[config.mk]
export PLATFORM = sky130hd
export DESIGN_NAME = imem_port_arbiter
export DESIGN_NICKNAME = d
export VERILOG_FILES = /design/src/rtl/imem_port_arbiter.sv
export SDC_FILE = /design/constraint.sdc
export NUM_CORES = 1
export LEC_CHECK = 0
export ABC_AREA = 1
export CAP_MARGIN = 25
export CELL_PAD_IN_SITES_DETAIL_PLACEMENT = 0
export CELL_PAD_IN_SITES_GLOBAL_PLACEMENT = 1
export CORE_MARGIN = 5
export CORE_UTILIZATION = 12
export CTS_CLUSTER_SIZE = 16
export DETAILED_ROUTE_END_ITERATION = 16
export PLACE_DENSITY_LB_ADDON = 0.1
export SYNTH_ARGS = -nofsm -noshare
export SYNTH_HDL_FRONTEND = slang
export SYNTH_SLANG_ARGS = --single-unit
[constraint.sdc]
create_clock -name clk -period 1.36 [get_ports clk]
set_input_delay 0.136 -clock clk [delete_from_list [all_inputs] [get_ports clk]]
set_output_delay 0.136 -clock clk [all_outputs]
set_load 0.02 [all_outputs]
[src/rtl/imem_port_arbiter.sv]
// imem_port_arbiter
// Shares one single-port instruction memory (1-cycle read latency) between the
// fetch unit and the loader/debug port. Fetch has fixed priority while the
// memory is shared; the loader can take exclusive ownership for downloads.
// Optional feature: define STARVE_GUARD_EN to add a loader anti-starvation
// counter (MAX_WAIT consecutive denials force one loader grant).
// rst_n is a synchronous, ACTIVE-HIGH reset despite its name.

module imem_port_arbiter #(
    parameter int AW = 14,
    parameter int DW = 32
`ifdef STARVE_GUARD_EN
    ,
    parameter int MAX_WAIT = 8
`endif
) (
    input  logic          clk,
    input  logic          rst_n,
    input  logic          f_req,
    input  logic [AW-1:0] f_addr,
    output logic          f_gnt,
    output logic          f_rvalid,
    output logic          f_stall,
    input  logic          d_req,
    input  logic          d_we,
    input  logic [AW-1:0] d_addr,
    input  logic [DW-1:0] d_wdata,
    input  logic          d_lock,
    output logic          d_gnt,
    output logic          d_rvalid,
    output logic          d_locked,
    output logic          mem_en,
    output logic          mem_we,
    output logic [AW-1:0] mem_addr,
    output logic [DW-1:0] mem_wdata,
    input  logic [DW-1:0] mem_rdata,
    output logic [DW-1:0] rdata
);

    typedef enum logic [1:0] {
        SHARED    = 2'd0,
        LOCK_PEND = 2'd1,
        LOCKED    = 2'd2
    } state_t;

    state_t state_reg;
    state_t state_next;

    // Owner tag of the read launched last cycle; decides who sees rvalid.
    logic f_pend_reg;
    logic d_pend_reg;

    // High when the loader must beat fetch this cycle (starvation override).
    logic loader_first;

`ifdef STARVE_GUARD_EN
    localparam int CW = $clog2(MAX_WAIT + 1);

    logic [CW-1:0] wait_reg;
    logic [CW-1:0] wait_next;

    assign loader_first = (state_reg == SHARED) && d_req && (wait_reg == CW'(MAX_WAIT));

    // Denial counter: counts shared-mode loader denials, clears on any loader
    // grant, and saturates at MAX_WAIT so it can never wrap back to zero.
    always_comb begin
        wait_next = wait_reg;
        if (d_gnt) begin
            wait_next = '0;
        end else if ((state_reg == SHARED) && d_req && (wait_reg != CW'(MAX_WAIT))) begin
            wait_next = wait_reg + 1'b1;
        end
    end

    // Denial counter register.
    always_ff @(posedge clk) begin
        if (rst_n) begin
            wait_reg <= '0;
        end else begin
            wait_reg <= wait_next;
        end
    end
`else
    assign loader_first = 1'b0;
`endif

    // Grant decision and next-state logic; nothing is granted while in reset.
    always_comb begin
        f_gnt      = 1'b0;
        d_gnt      = 1'b0;
        state_next = state_reg;
        if (!rst_n) begin
            case (state_reg)
                SHARED: begin
                    if (loader_first) begin
                        d_gnt = 1'b1;
                    end else if (f_req) begin
                        f_gnt = 1'b1;
                    end else if (d_req) begin
                        d_gnt = 1'b1;
                    end
                    if (d_lock) begin
                        state_next = LOCK_PEND;
                    end
                end
                LOCK_PEND: begin
                    // One idle cycle lets a read granted in SHARED return
                    // before the loader starts its exclusive accesses.
                    state_next = d_lock ? LOCKED : SHARED;
                end
                LOCKED: begin
                    d_gnt = d_req;
                    if (!d_lock) begin
                        state_next = SHARED;
                    end
                end
                default: begin
                    state_next = SHARED;
                end
            endcase
        end
    end

    // State register and read-owner tags.
    always_ff @(posedge clk) begin
        if (rst_n) begin
            state_reg  <= SHARED;
            f_pend_reg <= 1'b0;
            d_pend_reg <= 1'b0;
        end else begin
            state_reg  <= state_next;
            f_pend_reg <= f_gnt;
            d_pend_reg <= d_gnt & ~d_we;
        end
    end

    // Memory-side mux: the granted requester drives the macro, idle drives 0.
    always_comb begin
        mem_en    = f_gnt | d_gnt;
        mem_we    = d_gnt & d_we;
        mem_addr  = '0;
        mem_wdata = '0;
        if (f_gnt) begin
            mem_addr = f_addr;
        end else if (d_gnt) begin
            mem_addr  = d_addr;
            mem_wdata = d_wdata;
        end
    end

    // Requester-side status; all forced low while reset is held.
    always_comb begin
        f_rvalid = f_pend_reg & ~rst_n;
        d_rvalid = d_pend_reg & ~rst_n;
        d_locked = (state_reg == LOCKED) & ~rst_n;
        f_stall  = ~rst_n & ((f_req & ~f_gnt) | (state_reg != SHARED));
        rdata    = mem_rdata;
    end

endmodule
=== After elaboration in Yosys (flattened, before gate mapping) ===
Index checks and enable logic that the tools add are counted.

* Register bits after elaboration: 4
* Bits of input ports: 98
* Output and inout port bits: 86
* Logic and storage cells: 37

* Eq/ne operators: 4
* Muxes and demuxes: 15
* Bitwise gates (word level): 12
* Reductions and logical operators: 3

{| class="wikitable"
|+ Operators with widths
! kind !! count
|-
| 32-bit 2-to-1 mux || 2
|-
| 14-bit 2-to-1 mux || 2
|-
| 1-bit AND || 7
|-
| 1-bit 2-to-1 mux || 6
|-
| 2-bit 2-to-1 mux || 3
|-
| 2-bit case mux with 3 select lines || 1
|-
| 2-bit != test, second input constant || 2
|-
| 1-bit NOT || 3
|-
| 2-bit by 1-bit == test with 1-bit output, second input constant || 1
|-
| 2-bit == test, second input constant || 1
|-
| 2-bit logical NOT || 1
|-
| 1-bit bitwise OR || 2
|-
| 1-bit case mux with 2 select lines || 1
|-
| 2-bit AND reduction || 1
|-
| 2-bit nonzero test || 1
|}

=== Logic depth before layout (Yosys ltp) ===
* Word-level depth: 7
* Gate-level depth with buffers: 6
* Depth with buffers taken out: 5

=== Worst setup path after synthesis ===
OpenSTA, ideal clock, no wires.

* Path kind: register to output
* From: register state_reg[0]
* To: output mem_addr[10]
* Data arrival time: 989 ps
* Data required time: 1224 ps
* Path slack: 235 ps
* Cell stages (with the launch flop): 7
* Buffers on the path: 1
* Cell sequence: dfxtp_1 inv_1 nand2_2 nor2_4 buf_6 nand2_1 nand2_1

* Elaborated cells between the ends (all ways): 8
* Classes of those cells: 1 x eq/ne; 6 x mux; 1 x reduce/logical

{| class="wikitable"
|+ RTL lines
! what !! RTL line !! text
|-
| from (decl) || 46 || <nowiki>state_t state_reg;</nowiki>
|-
| from (signal assigned) || 131 || <nowiki>state_reg <= state_next;</nowiki>
|-
| 2-bit logical NOT || 93 || <nowiki>case (state_reg)</nowiki>
|-
| 1-bit 2-to-1 mux || 93 ||
|-
| 1-bit 2-to-1 mux || 92 || <nowiki>if (!rst_n) begin</nowiki>
|-
| via f_gnt || 21 || <nowiki>output logic f_gnt,</nowiki>
|-
| 14-bit 2-to-1 mux || 143 || <nowiki>if (f_gnt) begin</nowiki>
|-
| to (decl) || 34 || <nowiki>output logic [AW-1:0] mem_addr,</nowiki>
|}

The timed path passes the listed nets, and every way through them passes these cells.

=== Worst setup path in the final report ===
* From: register state_reg[0]
* To: output mem_wdata[16]

* Cells in the longest elaborated chain, start to end: 5
* Elaborated cells between the ends (all ways): 8
* Classes of those cells: 1 x eq/ne; 6 x mux; 1 x reduce/logical

{| class="wikitable"
|+ RTL lines
! what !! RTL line !! text
|-
| 2-bit == test / 2-bit logical NOT (equally long branches) || 93 ||
|-
| 1-bit case mux with 2 select lines || 93 ||
|-
| 1-bit 2-to-1 mux || 92 ||
|-
| 32-bit 2-to-1 mux || 145 || <nowiki>end else if (d_gnt) begin</nowiki>
|-
| 32-bit 2-to-1 mux * || 143 ||
|-
| to (decl) || 35 || <nowiki>output logic [DW-1:0] mem_wdata,</nowiki>
|}

Every way passes the cells marked *; elsewhere a longest branch is shown, timed or not.

==> flow_metrics.py <==
metrics = {
    "worst_setup_path": {
        "worstSetupEndpointType": "output port",
        "critPathRequiredTime_ns": 1.22,
        "max_stage_delay_ns": 0.32,
        "cp_max_fo": 6,
        "crit_arrival_ns": 1.24,
        "start_kind": "flip-flop",
        "crit_chain": "nor2_4, nand3_4, buf_4, nor2_2, buf_4",
        "slowest_stage": "dfxtp_2",
        "worstSetupPathType": "flip-flop to output port",
        "cp_common_cell": "buf_4",
    },
    "detailed_routing": {
        "met2WireLength_um": 2060,
        "post_drt_wl_per_cell_um": 12.0,
        "drtAntennaViolNets": 0,
        "viasPerCell": 3.47,
        "drt_iter0_drc": 19,
        "drt_pass1_iterations": 2,
        "met3_length_um": 821,
        "wirelength_um": 4590,
        "routed.top_layer": "met4",
        "vias": 1332,
        "drt-met1-wl_um": 1710,
        "drc": 0,
    },
    "power_and_ir_drop": {
        "p_clk_frac": 0.238,
        "power_mw": 1.04,
        "swShare": 0.342,
        "p_per_area_nw_per_um2": 430,
        "p_int_uw": 686,
        "pwr-share-comb": 0.640,
        "p_seq_frac": 0.122,
        "p_sw_uw": 357,
        "peakVddDrop_mv": 0.237,
        "leakagePower_nw": 1.23,
    },
    "die": {
        "std_cell_rows": 33,
        "pin_count": 184,
        "die-height_um": 103,
        "dieArea_um2": 10500,
        "core_um2": 8300,
        "fp.dieW_um": 103,
        "start_util": 0.124,
    },
    "logic_synthesis": {
        "synth.distinct_cells": 16,
        "synth.avg_cell_area_um2": 5.85,
        "ys_ff_latch": 4,
        "synth_nets": 274,
        "synth_cells": 176,
        "yosysSeqAreaShare": 0.0778,
        "ys_warn_count": 0,
        "netlist_area_um2": 1030,
    },
    "timing": {
        "final.setup.tns_ns": -0.115,
        "setup_slack_ns": -0.0134,
        "relSlewSlack": 0.859,
        "fmax_mhz": 728,
        "fin_crit_sh": 1.01,
        "setup_viol": 18,
        "rsz0062_at_grt": "yes",
        "worst_slew_pin_slew_ns": 0.212,
        "finalMaxSlewViolations": 0,
        "holdWs_ns": 0.272,
        "period_needed_ns": 1.37,
        "hold_viol_final": 0,
        "finClkSkew_ns": 0.000483,
    },
    "job": {
        "drv_cap": 0,
    },
    "global_route": {
        "grt_start_max_net_pins": 17,
        "grt_pass1_vias": 1356,
        "grt_use_total": 0.0800,
        "grt_pass1_wl_um": 6730,
        "overflow": 0,
        "antenna_found_initial": 0,
    },
    "cells_and_area": {
        "largest_register_ff_count": 2,
        "n_antenna_cell": 0,
        "drive_above_1_share": 0.530,
        "fill_cells": 922,
        "final_net_count": 379,
        "syn_to_final_growth_pct": 136,
        "finalNonFillerCells": 384,
        "final_util": 0.292,
    },
    "placed_design": {
        "gp_congestion": 0.686,
        "dp_hpwl_um": 3830,
        "io_buffer_count": 119,
        "placed_cells": 378,
    },
    "clocking": {
        "numCtsBuffers": 3,
        "clock_latency_ns": 0.22,
        "numClockSinks": 4,
        "hold_buffers": 0,
        "htree_levels": 1,
        "clk_pin_slew_worst_paths_ns": 0.03,
        "cts_buffer_depth": 2,
        "root_buffer": "clkbuf_8",
        "cts_tree": "built",
    },
    "outcome": {
        "violations": "negative setup slack",
        "status": "complete, but fails checks",
    },
    "hold_path": {
        "hp-class": "input port to output port",
    },
}
==> cell usage after synthesis, drive strengths merged <==
| cell | number | area (µm²) |
|---|---|---|
| nand3 | 1 | 17.5 |
| nand4 | 14 | 87.6 |
| nand2 | 33 | 134 |
| o21ai | 2 | 10.0 |
| clkbuf | 1 | 5.00 |
| buf | 39 | 300 |
| nor2 | 42 | 245 |
| dfxtp | 4 | 80.1 |
| inv | 40 | 150 |
==> worst paths after layout <==
kind                 start            end  slack (ns)  depth (start not counted)
max reg2reg   state_reg[0]   state_reg[1]        0.43                          6
min          mem_rdata[11]      rdata[11]        0.27                          0
max           state_reg[0]  mem_wdata[16]       -0.01                          5
min reg2reg   state_reg[1]   state_reg[1]        0.66                          4
==> layer usage <==
metal | vias to the layer above | GRT usage
met5 | - | 0
met1 | 548 | 0.0947
met4 | 0 | 0.00908
li1 | 689 | -
met3 | 2 | 0.0345
met2 | 93 | 0.139
==> cell families (layout without fill, tap and decap cells) <==
| logic type | Yosys count | count (layout) | share of synthesized area |
|---|---|---|---|
| AOI/OAI and AO/OA | 2 | 2 | 0.00972 |
| buffers and inverters | 80 | 183 | 0.442 |
| DFF | 4 | 4 | 0.0778 |
| and+or+nand+nor | 90 | 90 | 0.470 |
==> power by group through the flow <==
stage	clock network (mW)	registers (mW)	logic, mW
6_report	0.248	0.127	0.668
5_1_grt	0.266	0.127	0.719
4_1_cts	0.257	0.127	0.671
3_5_place_dp	0	0.128	0.612
3_3_place_gp	0	0.128	0.615
2_1_floorplan	0	0.128	0.367
==> worst max-delay path, delay by kind of cell, from the launching register on <==
family	cells	cell delay [ns]
simple gates	3	0.35
buf+inv	2	0.33
flops	1	0.32
==> through the flow <==
stage | area (µm²) | setup slack [ns]
final | 2430 | -0.0134
after global routing | 2430 | -0.0992
after detailed placement | 2220 | -0.660
after CTS | 2380 | -0.0627
after global placement | 2220 | -0.630
after floorplan | 1030 | 0.235
==> area by class of cell <==
type,instances,area (µm²),area share
Sequential cell,4,81.3,0.0335
Timing Repair Buffer,140,1400,0.579
Multi-Input combinational cell,92,618,0.255
Inverter,40,150,0.0619
Tap cell,105,131,0.0542
Clock buffer,3,41.3,0.0170
==> timing repair <==
item,in CTS,in global routing
resized for setup,324,30
pin swaps,16,4
buffers inserted,4,1
cloned,1,0
endpoints found under the setup margin,54,52
==> cell usage in the layout (no fill, tap or decap), drive strengths merged <==
cell / count
buf: 73
clkdlybuf4s50: 63
nor2: 42
inv: 40
nand2: 33
nand4: 14
dlygate4sd2: 4
dfxtp: 4
clkbuf: 3
o21ai: 2
nand3: 1
Note: power is estimated with default switching activity, not from simulation.
